--- src/rtl/ps2_scancode_decoder.sv ---
// PS/2 Set-2 scan-code decoder: pops bytes from the receiver FIFO, folds E0/F0
// prefixes into single key events, suppresses typematic repeats and maps to ASCII.
module ps2_scancode_decoder #(
  parameter int unsigned COUNT_W = 8
) (
  input  logic               clk,
  input  logic               clrn,
  input  logic [7:0]         data,
  input  logic               ready,
  input  logic               overflow,
  output logic               nextdata_n,
  output logic               key_valid,
  output logic [7:0]         key_code,
  output logic               key_ext,
  output logic               key_break,
  output logic [7:0]         key_ascii,
  output logic               key_held,
  output logic [COUNT_W-1:0] key_count,
  output logic               overflow_seen
);

  typedef enum logic [1:0] {IDLE, POP, GAP} state_t;

  state_t             state, state_d;
  logic               pend_ext, pend_ext_d;
  logic               pend_brk, pend_brk_d;
  logic               held_ext, held_ext_d;
  logic [7:0]         held_code, held_code_d;
  logic               nextdata_n_d, key_valid_d;
  logic [7:0]         key_code_d, key_ascii_d;
  logic               key_ext_d, key_break_d, key_held_d;
  logic [COUNT_W-1:0] key_count_d;
  logic               same_key_c;

  // Lowercase letters, digits, space, enter and backspace; everything else is 0x00.
  function automatic logic [7:0] ascii_of(input logic [7:0] code);
    logic [7:0] a;
    case (code)
      8'h1C: a = 8'h61; 8'h32: a = 8'h62; 8'h21: a = 8'h63; 8'h23: a = 8'h64;
      8'h24: a = 8'h65; 8'h2B: a = 8'h66; 8'h34: a = 8'h67; 8'h33: a = 8'h68;
      8'h43: a = 8'h69; 8'h3B: a = 8'h6A; 8'h42: a = 8'h6B; 8'h4B: a = 8'h6C;
      8'h3A: a = 8'h6D; 8'h31: a = 8'h6E; 8'h44: a = 8'h6F; 8'h4D: a = 8'h70;
      8'h15: a = 8'h71; 8'h2D: a = 8'h72; 8'h1B: a = 8'h73; 8'h2C: a = 8'h74;
      8'h3C: a = 8'h75; 8'h2A: a = 8'h76; 8'h1D: a = 8'h77; 8'h22: a = 8'h78;
      8'h35: a = 8'h79; 8'h1A: a = 8'h7A;
      8'h45: a = 8'h30; 8'h16: a = 8'h31; 8'h1E: a = 8'h32; 8'h26: a = 8'h33;
      8'h25: a = 8'h34; 8'h2E: a = 8'h35; 8'h36: a = 8'h36; 8'h3D: a = 8'h37;
      8'h3E: a = 8'h38; 8'h46: a = 8'h39;
      8'h29: a = 8'h20; 8'h5A: a = 8'h0D; 8'h66: a = 8'h08;
      default: a = 8'h00;
    endcase
    return a;
  endfunction

  assign same_key_c = ({pend_ext, data} == {held_ext, held_code});

  always_ff @(posedge clk) begin
    if (!clrn) begin
      state         <= IDLE;
      pend_ext      <= 1'b0;
      pend_brk      <= 1'b0;
      held_ext      <= 1'b0;
      held_code     <= 8'h00;
      nextdata_n    <= 1'b1;
      key_valid     <= 1'b0;
      key_code      <= 8'h00;
      key_ext       <= 1'b0;
      key_break     <= 1'b0;
      key_ascii     <= 8'h00;
      key_held      <= 1'b0;
      key_count     <= '0;
      overflow_seen <= 1'b0;
    end else begin
      state         <= state_d;
      pend_ext      <= pend_ext_d;
      pend_brk      <= pend_brk_d;
      held_ext      <= held_ext_d;
      held_code     <= held_code_d;
      nextdata_n    <= nextdata_n_d;
      key_valid     <= key_valid_d;
      key_code      <= key_code_d;
      key_ext       <= key_ext_d;
      key_break     <= key_break_d;
      key_ascii     <= key_ascii_d;
      key_held      <= key_held_d;
      key_count     <= key_count_d;
      overflow_seen <= overflow_seen | overflow;
    end
  end

  // Handshake sequencing plus byte decode on the IDLE->POP transition.
  always_comb begin
    state_d      = state;
    pend_ext_d   = pend_ext;
    pend_brk_d   = pend_brk;
    held_ext_d   = held_ext;
    held_code_d  = held_code;
    nextdata_n_d = 1'b1;
    key_valid_d  = 1'b0;
    key_code_d   = key_code;
    key_ext_d    = key_ext;
    key_break_d  = key_break;
    key_ascii_d  = key_ascii;
    key_held_d   = key_held;
    key_count_d  = key_count;

    case (state)
      IDLE: begin
        if (ready) begin
          state_d      = POP;
          nextdata_n_d = 1'b0;
          case (data)
            8'hE0: pend_ext_d = 1'b1;
            8'hF0: pend_brk_d = 1'b1;
            8'hE1, 8'hFA, 8'hAA, 8'hEE, 8'hFC, 8'hFE: begin
              pend_ext_d = 1'b0;
              pend_brk_d = 1'b0;
            end
            default: begin
              pend_ext_d = 1'b0;
              pend_brk_d = 1'b0;
              if (pend_brk) begin
                key_valid_d = 1'b1;
                key_code_d  = data;
                key_ext_d   = pend_ext;
                key_break_d = 1'b1;
                key_ascii_d = pend_ext ? 8'h00 : ascii_of(data);
                if (same_key_c) key_held_d = 1'b0;
              end else if (!(key_held && same_key_c)) begin
                key_valid_d = 1'b1;
                key_code_d  = data;
                key_ext_d   = pend_ext;
                key_break_d = 1'b0;
                key_ascii_d = pend_ext ? 8'h00 : ascii_of(data);
                held_ext_d  = pend_ext;
                held_code_d = data;
                key_held_d  = 1'b1;
                key_count_d = key_count + COUNT_W'(1);
              end
            end
          endcase
        end
      end
      POP:     state_d = GAP;
      GAP:     state_d = IDLE;
      default: state_d = IDLE;
    endcase
  end

endmodule

--- config.mk ---
export PLATFORM = sky130hd
export DESIGN_NAME = ps2_scancode_decoder
export DESIGN_NICKNAME = d
export VERILOG_FILES = /design/src/rtl/ps2_scancode_decoder.sv
export SDC_FILE = /design/constraint.sdc
export NUM_CORES = 1
export LEC_CHECK = 0
export CORE_ASPECT_RATIO = 0.5
export CORE_UTILIZATION = 49
export CTS_CLUSTER_SIZE = 30
export DETAILED_ROUTE_END_ITERATION = 7
export PLACE_DENSITY = 0.74
export SETUP_SLACK_MARGIN = 0.5
export SKIP_LAST_GASP = 1
export SLEW_MARGIN = 30
export SYNTH_ARGS = -nofsm -noshare
export SYNTH_HDL_FRONTEND = slang
export SYNTH_SLANG_ARGS = --single-unit
--- constraint.sdc ---
create_clock -name clk -period 2.13 [get_ports clk]
set_input_delay 0.213 -clock clk [delete_from_list [all_inputs] [get_ports clk]]
set_output_delay 0.213 -clock clk [all_outputs]
set_load 0.01 [all_outputs]
Word-level counts from Yosys, hierarchy flattened
Memories as Yosys holds them, arrays and structs flattened.
Index checks and enable logic that the tools add are counted.

cells by class
  reductions and logical operators = 10
  mux-type cells = 22
  equality and inequality tests = 13
  add/subtract/negate cells = 1
  bitwise logic cells = 9

operators with widths
  operator             count
  $eq 8x8->1 const B   8
  $mux 8               8
  $reduce_or 11->1     1
  $mux 1               10
  $reduce_and 5->1     2
  $eq 9x9->1           1
  $add 8x1->8 const B  1
  $not 1->1            8
  $reduce_or 8->1      1
  $reduce_and 3->1     2
  $ne 2x2->1 const B   2
  $pmux 1 s2           2
  $pmux 2 s2           1
  $reduce_and 4->1     1
  $eq 2x1->1 const B   1
  $logic_not 2->1      1
  $mux 2               1
  $ne 2x1->1 const B   1
  $reduce_and 2->1     1
  $logic_and 1x1->1    1
  $or 1x1->1           1

word-level totals
  ROM bits = 1792
  input bits = 12
  word-level logic and storage cells = 71
  register bits after elaboration = 43
  memories kept = 2
  output and inout port bits = 30

memories
  name             words  bits a word  read ports  clocked after Yosys merged registers in  write ports  RTL line  text
  (no name shown)  128    7            1           0                                        0            38        case (code)
  (no name shown)  128    7            1           0                                        0            38

Longest topological paths before layout
Gate-level depths: netlist (run 1).
An unclocked memory read counts as a cell.

  depth after elaboration = 5
  mapped depth = 11
  mapped depth without buffers = 8

Least setup slack after synthesis (run 1)
OpenSTA, ideal clock, no wires.

  path type = input to register
  from = in data[0]
  to = reg key_ascii[0]
  setup slack = -0.087 ns
  required time = 2.060 ns
  library setup time = 0.070 ns
  stages = 9
  buffers on the path = 1
  arrival time = 2.147 ns
  cell sequence = inv_1 ha_1 buf_6 a31oi_2 nor3_1 a2111oi_4 o21ai_2 or4_1 a21oi_1

on the way
  word-level cells in the longest chain between the ends = 5
  elaborated cells on any way between the ends = 22
  those cells by class = eq/ne: 10; mux: 6; bitwise: 1; reduce/logical: 3; memory: 2

ends and longest elaborated chain
  what                  RTL line  text
  from (decl)           8         input logic [7:0] data,
  $mem_v2 128x7         n/a
  $mux 8                38
  $mux 8                134       key_ascii_d = pend_ext ? 8'h00 : ascii_of(data);
  $mux 8                129       end else if (!(key_held && same_key_c)) begin
  $mux 8                122       if (pend_brk) begin
  to (signal assigned)  84        key_ascii <= key_ascii_d;
  to (decl)             16        output logic [7:0] key_ascii,

Parallel ways exist; a longest one is shown, timed or not. The select of a mux whose other input is x is not followed.
A chain may end at the register's enable or synchronous reset.

Final worst setup path (run 1)
  from = in data[1]
  to = reg key_ascii[0]

The elaborated chain is that of the path after synthesis.

==> impl_metrics.json, run 1 <==
{
  "insertion_delay_ps": 290,
  "viasPerCell": 5.83,
  "path_max_fanout": 5,
  "max_cap_violations": 0,
  "synth_compound_area_share_pct": 24.5,
  "r2r-start": "pend_ext",
  "whs_endpoint": "key_code[7]",
  "htree_levels": 2,
  "dp_hpwl_um": 6250,
  "yosysUniqueCellTypes": 50,
  "synth_area_mm2": 0.00263,
  "grtUsageTotal_pct": 32.5,
  "crit_chain": "buf_8 > clkinvlp_4 > ha_4 > o211a_4 > a2111oi_4 > buf_4 > o21ai_4 > or4_4 > a21oi_2",
  "fmax_mhz": 501,
  "reg2regPathDepth": 9,
  "cts_buffers": 5,
  "die_area_mm2": 0.00568,
  "synthAdderAreaFrac_pct": 3.80,
  "multiInputGateArea_mm2": 0.00175,
  "yosys.area_share.simple_pct": 22.1,
  "crit_family": "compound AO/OA/AOI/OAI gates",
  "rr_endpoint": "held_code[7]",
  "dieWidth_um": 106,
  "yosysMostFrequentCell": "dfxtp_1",
  "dp_cells": 486,
  "fillCellCount": 343,
  "ys_ff_latch": 42,
  "wl_per_cell_um": 18.0,
  "min_period_over_period_pct": 93.7,
  "cts.sinks": 42,
  "area_growth_pct": 48.1,
  "overflow": 0,
  "regArea_um2": 845,
  "p_per_area_mw_per_mm2": 542,
  "yosysSeqAreaShare_pct": 32.0,
  "hold_start": "data[7]",
  "hold_depth": 3,
  "postLayoutCoreUtil_pct": 77.3,
  "period_minus_slack_ps": 2000,
  "grt_pass1_vias": 2721,
  "synth_area_leader_cell": "dfxtp_1",
  "synth_top_family_by_area": "compound AO/OA/AOI/OAI gates",
  "die_y_um": 53.8,
  "drc": 0,
  "critPathArrivalTime_ps": 2220,
  "path_buf_inv": 3,
  "synth_common_cells": "42 x dfxtp_1, 35 x nor2_1, 34 x nand2_1",
  "status": "complete, no violations",
  "cts_tree": "done",
  "grt_start_max_net_pins": 33,
  "place_congestion": 0.893,
  "instances_no_fill": 503,
  "drt_first_iter_violations": 245,
  "critical-path-max-stage-delay_ps": 460,
  "skew_ps": 8.16,
  "antenna_found_initial": 0,
  "start_util_pct": 52.2,
  "std_cell_rows": 18,
  "synthMuxAreaShare_pct": 6.23,
  "hold_violations": 0,
  "end_kind": "flip-flop",
  "peakVddDrop_uv": 421,
  "synth_flop_cell": "dfxtp_1",
  "worstPathRequired_ps": 2360,
  "dr.pass1.iters": 5,
  "n_antenna_cell": 0,
  "cts_root_buf": "clkbuf_8",
  "syn_nets": 358,
  "layout.nets": 452,
  "min_path_type": "in -> reg",
  "syn_area_per_cell_um2": 7.78,
  "slew_viol_final": 0,
  "ys_top_cells_by_area": "dfxtp_1 32%, a21oi_1 6.3%, nor2_1 5.0%, mux2i_1 4.9%, nand2_1 4.9%",
  "worstSetupPathType": "in -> reg",
  "vias": 2932,
  "critPathLaunchType": "primary input",
  "synth-xor-area-share_pct": 3.99,
  "grt_first_pass_wirelength_um": 14000,
  "synth_edf_count": 0,
  "leakage_nw": 1.59,
  "reg2reg_slack_ps": 180,
  "io_buffers": 40,
  "ios": 42,
  "drive_gt1_share_pct": 27.9,
  "cp_slowest_cell": "a2111oi_4",
  "clockBufferDepth": 2,
  "final_antenna_net_count": 0,
  "finalSetupViolCount": 0,
  "core_area_mm2": 0.00504,
  "routed_wl_um": 9060,
  "rsz0062_at_grt": "yes",
  "synth_top_area_share_pct": 32.0,
  "ys_warn_count": 0,
  "synthArstFlopShare_pct": 0,
  "synth_cells": 338,
  "cp-startpoint": "data[1]",
  "clk_pin_slew_ps": 80
}
==> final cells by class <==
type / count / share of cell area, %
inverter: 12 / 1.32
multi-input combinational: 255 / 44.8
timing repair buffer: 116 / 27.1
clock inverter: 2 / 0.963
tap: 70 / 2.25
sequential: 42 / 21.7
clock buffer: 6 / 1.86
==> timing repair <==
item,CTS,global route
resized for setup,49,14
pin swaps,13,15
endpoints found under the hold margin,0,0
buffers inserted,4,3
endpoints found under the setup margin,36,36
gates cloned,1,1
hold buffers,0,0
==> tightest hold or removal path: stages <==
cell and delay [ps]:
clkbuf_2 170, nand2_1 90, a21oi_1 60
==> registers in the layout, indices dropped and copies added (netlist names) <==
name,cells
key_held,1
state,2
key_ext,1
nextdata_n,1
key_count,8
held_code,8
key_ascii,7
held_ext,1
key_break,1
pend_brk,1
pend_ext,1
key_code,8
overflow_seen,1
key_valid,1
==> routing by layer <==
metal	GRT usage (%)	part of all wire, %
met1	42.6	44
met4	7.41	1.5
met5	0	0
met2	57.3	47
met3	5.69	7.4
==> how the worst max path moves through the flow <==
stage	end	cells after the start
after global placement	key_count[4]	9
after floorplan	key_count[3]	9
after detailed placement	key_count[4]	9
after CTS	held_code[7]	9
after global routing	key_ascii[0]	9
final	key_ascii[0]	9
==> layout by cell type (no fill, tap or decap), types with 3 or more instances in the layout <==
master           synthesis  layout
a211o_1                  4       4
nand3_1                 12      11
dfxtp_1                 42      39
buf_4                    2      66
o31ai_1                  3       3
clkdlybuf4s50_1          0      32
a22oi_1                  3       3
a21oi_2                  0       3
o21a_1                   5       4
clkbuf_8                 0       5
xor2_1                  12      12
nand2_1                 34      31
buf_6                    2       4
dfxtp_2                  0       3
a31oi_1                  4       4
nor3_1                   6       4
nand4_1                  5       5
a211oi_1                 3       3
o211ai_1                 6       6
mux2i_1                 13      12
o21ai_1                  0       3
nor2_1                  35      34
buf_12                   0       3
nor2b_1                  8       6
inv_1                   11       9
dlygate4sd2_1            0       4
o21ai_0                 21      16
or3_1                    5       5
ha_1                     8       5
a21oi_1                 33      30
==> logic make-up after synthesis <==
| family | Yosys count |
|---|---|
| fa+ha+maj | 8 |
| simple gates | 121 |
| mux | 15 |
| buf+inv | 41 |
| xor+xnor | 12 |
| compound gates | 98 |
| flops | 42 |
| other cells | 1 |
==> per-stage QoR <==
| stage | total power, mW | worst slack, ps | instance area, um2 | hold slack (ps) | TNS (ps) |
|---|---|---|---|---|---|
| CTS | 2.08 | 248 | 3820 | 454 | 0 |
| finish | 2.11 | 134 | 3900 | 290 | 0 |
| global placement | 1.41 | -481 | 3550 | 399 | -13180 |
| floorplan | 1.17 | -14.7 | 2700 | 334 | -51.3 |
| detailed placement | 1.42 | -577 | 3550 | 403 | -14360 |
| global route | 2.19 | 94.5 | 3900 | 279 | 0 |
==> power by group <==
part | switching (mW) | leakage (nW) | internal [mW]
clock | 0.275 | 0.0514 | 0.350
combinational | 0.320 | 1.20 | 0.306
sequential | 0.0337 | 0.345 | 0.828
(Power assumes the default switching activity.)
==> inputs of run 2 (changes only) <==
--- a/config.mk
+++ b/config.mk
@@ -6,10 +6,11 @@
 export NUM_CORES = 1
 export LEC_CHECK = 0
 export CORE_ASPECT_RATIO = 0.5
-export CORE_UTILIZATION = 49
+export CORE_UTILIZATION = 35
 export CTS_CLUSTER_SIZE = 30
 export DETAILED_ROUTE_END_ITERATION = 7
-export PLACE_DENSITY = 0.74
+export GPL_TIMING_DRIVEN = 0
+export PLACE_DENSITY = 0.62
 export SETUP_SLACK_MARGIN = 0.5
 export SKIP_LAST_GASP = 1
 export SLEW_MARGIN = 30
==> run 2 against run 1 <==
  * Clock skew shrank 1.9 ps
  * Count of clock-buffer cells in the layout is the same
  * Final area grew 5.5%
  * Hold slack lost 56 ps
  * Final cell count grew 2.6%
  * Sequential share of layout area shrank 1.2 points
  * Core utilization shrank 18 points
  * Critical path type is now reg -> reg
  * Largest cell class unchanged
  * Highest routed layer unchanged
==> impl_metrics.json, run 2 (synthesis results as in run 1) <==
{
  "final_antenna_net_count": 0,
  "clockBufferDepth": 2,
  "path_buf_inv": 5,
  "wl_per_cell_um": 18.3,
  "hold_ws_ps": 234,
  "place_congestion": 0.924,
  "start_util_pct": 37.8,
  "viasPerCell": 5.76,
  "drt_first_iter_violations": 296,
  "io_buffers": 39,
  "fmax_mhz": 488,
  "drc": 0,
  "fillCellCount": 592,
  "instances_no_fill": 516,
  "critPathLaunchType": "flip-flop",
  "grt_pass1_vias": 2789,
  "drive_gt1_share_pct": 28.5,
  "largestRegisters": "held_code (8), key_code (8), key_count (8)",
  "skew_ps": 6.30,
  "most-common-layout-cells": "41 x dfxtp_1, 33 x nor2_1, 32 x clkdlybuf4s50_1, 31 x nand2_1, 27 x a21oi_1",
  "dp_cells": 469,
  "cts_root_buf": "clkbuf_16",
  "slew_headroom_pct": 58.2,
  "grt_start_max_net_pins": 14,
  "cp_slowest_cell": "dfxtp_2",
  "routed_wl_um": 9450,
  "htree_levels": 2,
  "min_period_over_period_pct": 96.2,
  "ios": 42,
  "cts_tree": "done",
  "final_common_cell": "dfxtp_1",
  "min_path_type": "in -> reg",
  "cts.sinks": 42,
  "dr_wl_met3_um": 592,
  "n_antenna_cell": 0,
  "postLayoutCoreUtil_pct": 59.0,
  "core_area_mm2": 0.00696,
  "dieWidth_um": 125,
  "crit_chain": "buf_8 > xor2_2 > nor4_2 > nand4_1 > buf_6 > o21ai_4 > buf_12 > buf_12 > buf_16 > nand2_1 > a21oi_1",
  "die_y_um": 63.3,
  "period_minus_slack_ps": 2050,
  "leakage_nw": 1.63,
  "dp_hpwl_um": 6040,
  "critical-path-max-stage-delay_ps": 320,
  "rsz0062_at_grt": "yes",
  "grtUsageTotal_pct": 23.4,
  "maxUsedRoutingLayer": "met4",
  "cp_common_cell": "buf_12",
  "area_growth_pct": 56.2,
  "reg2reg_slack_ps": 80,
  "p_per_area_mw_per_mm2": 557,
  "clk_pin_slew_ps": 60,
  "critPathArrivalTime_ps": 2260,
  "grt_first_pass_wirelength_um": 14500,
  "finalSetupViolCount": 0,
  "peakVddDrop_uv": 384,
  "status": "complete, no violations",
  "crit_family": "buffers and inverters",
  "antenna_found_initial": 0,
  "std_cell_rows": 21,
  "overflow": 0,
  "vias": 2972,
  "worstPathRequired_ps": 2340,
  "path_max_fanout": 6,
  "dr.pass1.iters": 5,
  "insertion_delay_ps": 280,
  "tightest_slew_ps": 627,
  "worstSetupPathType": "reg -> reg",
  "tns_ps": 0,
  "slew_viol_final": 0,
  "die_area_mm2": 0.00789,
  "end_kind": "flip-flop",
  "max_cap_violations": 0,
  "wl_met1_um": 4350,
  "cts_buffers": 5,
  "layout.nets": 443,
  "dr_wl_met2_um": 4370,
  "hold_violations": 0
}
run 2: changes by cell type in the layout (fill, tap and decap cells not counted), moves of 4 or more:
| cell | delta |
|---|---|
| clkbuf_1 | +5 |
| buf_6 | +15 |
| clkbuf_8 | -5 |
| clkbuf_16 | +5 |
| buf_8 | +4 |
| clkbuf_2 | +4 |
| buf_4 | -42 |
run 2: layout make-up:
type | count | area [um2] | area share [%]
Sequential cell | 42 | 842 | 20.5
Clock buffer | 6 | 129 | 3.14
Clock inverter | 2 | 13.8 | 0.335
Tap cell | 92 | 115 | 2.80
Inverter | 12 | 56.3 | 1.37
Timing Repair Buffer | 78 | 827 | 20.1
Buffer | 29 | 263 | 6.39
Multi-Input combinational cell | 255 | 1860 | 45.4
run 2: path summary, 6_finish.rpt:
kind | depth (start not counted) | startpoint | end
worst min register to register | 1 | state[1] | state[1]
worst max-delay path | 11 | pend_ext | key_code[1]
worst max register to register | 11 | pend_ext | key_code[1]
worst min-delay path | 3 | data[0] | key_code[0]
run 2: what timing repair did:
action,in CTS,in global routing
cloned,1,2
setup endpoints to repair,38,38
setup buffers,26,10
gates resized for setup,90,43
pin swaps,13,23
hold buffers,0,0
run 2: metrics by stage:
stage                     total power, mW  cell area, um2  setup WS (ps)
after detailed placement             1.34            3200          -1370
after CTS                            2.20            3840            166
after floorplan                      1.17            2700          -14.7
after global placement               1.34            3200          -1350
after global routing                 2.39            4110           32.8
final                                2.29            4110           81.8
run 2: metal layers:
layer  up-vias  track usage, %
met1      1463            31.5
met2       121            39.0
met4         0            7.23
met5         -               0
met3        12            3.06
li1       1376               -
run 2: worst register-to-register path: stages (launching register included):
cell	delay (ps)
dfxtp_2	320
buf_8	120
xor2_2	170
nor4_2	290
nand4_1	170
buf_6	170
o21ai_4	180
buf_12	140
buf_12	100
buf_16	110
nand2_1	60
a21oi_1	130
run 2: report_power, final:
group | switching, mW | total, mW | internal (mW)
registers | 0.0315 | 0.860 | 0.829
logic | 0.349 | 0.695 | 0.345
clock network | 0.301 | 0.735 | 0.434
total | 0.681 | 2.29 | 1.61
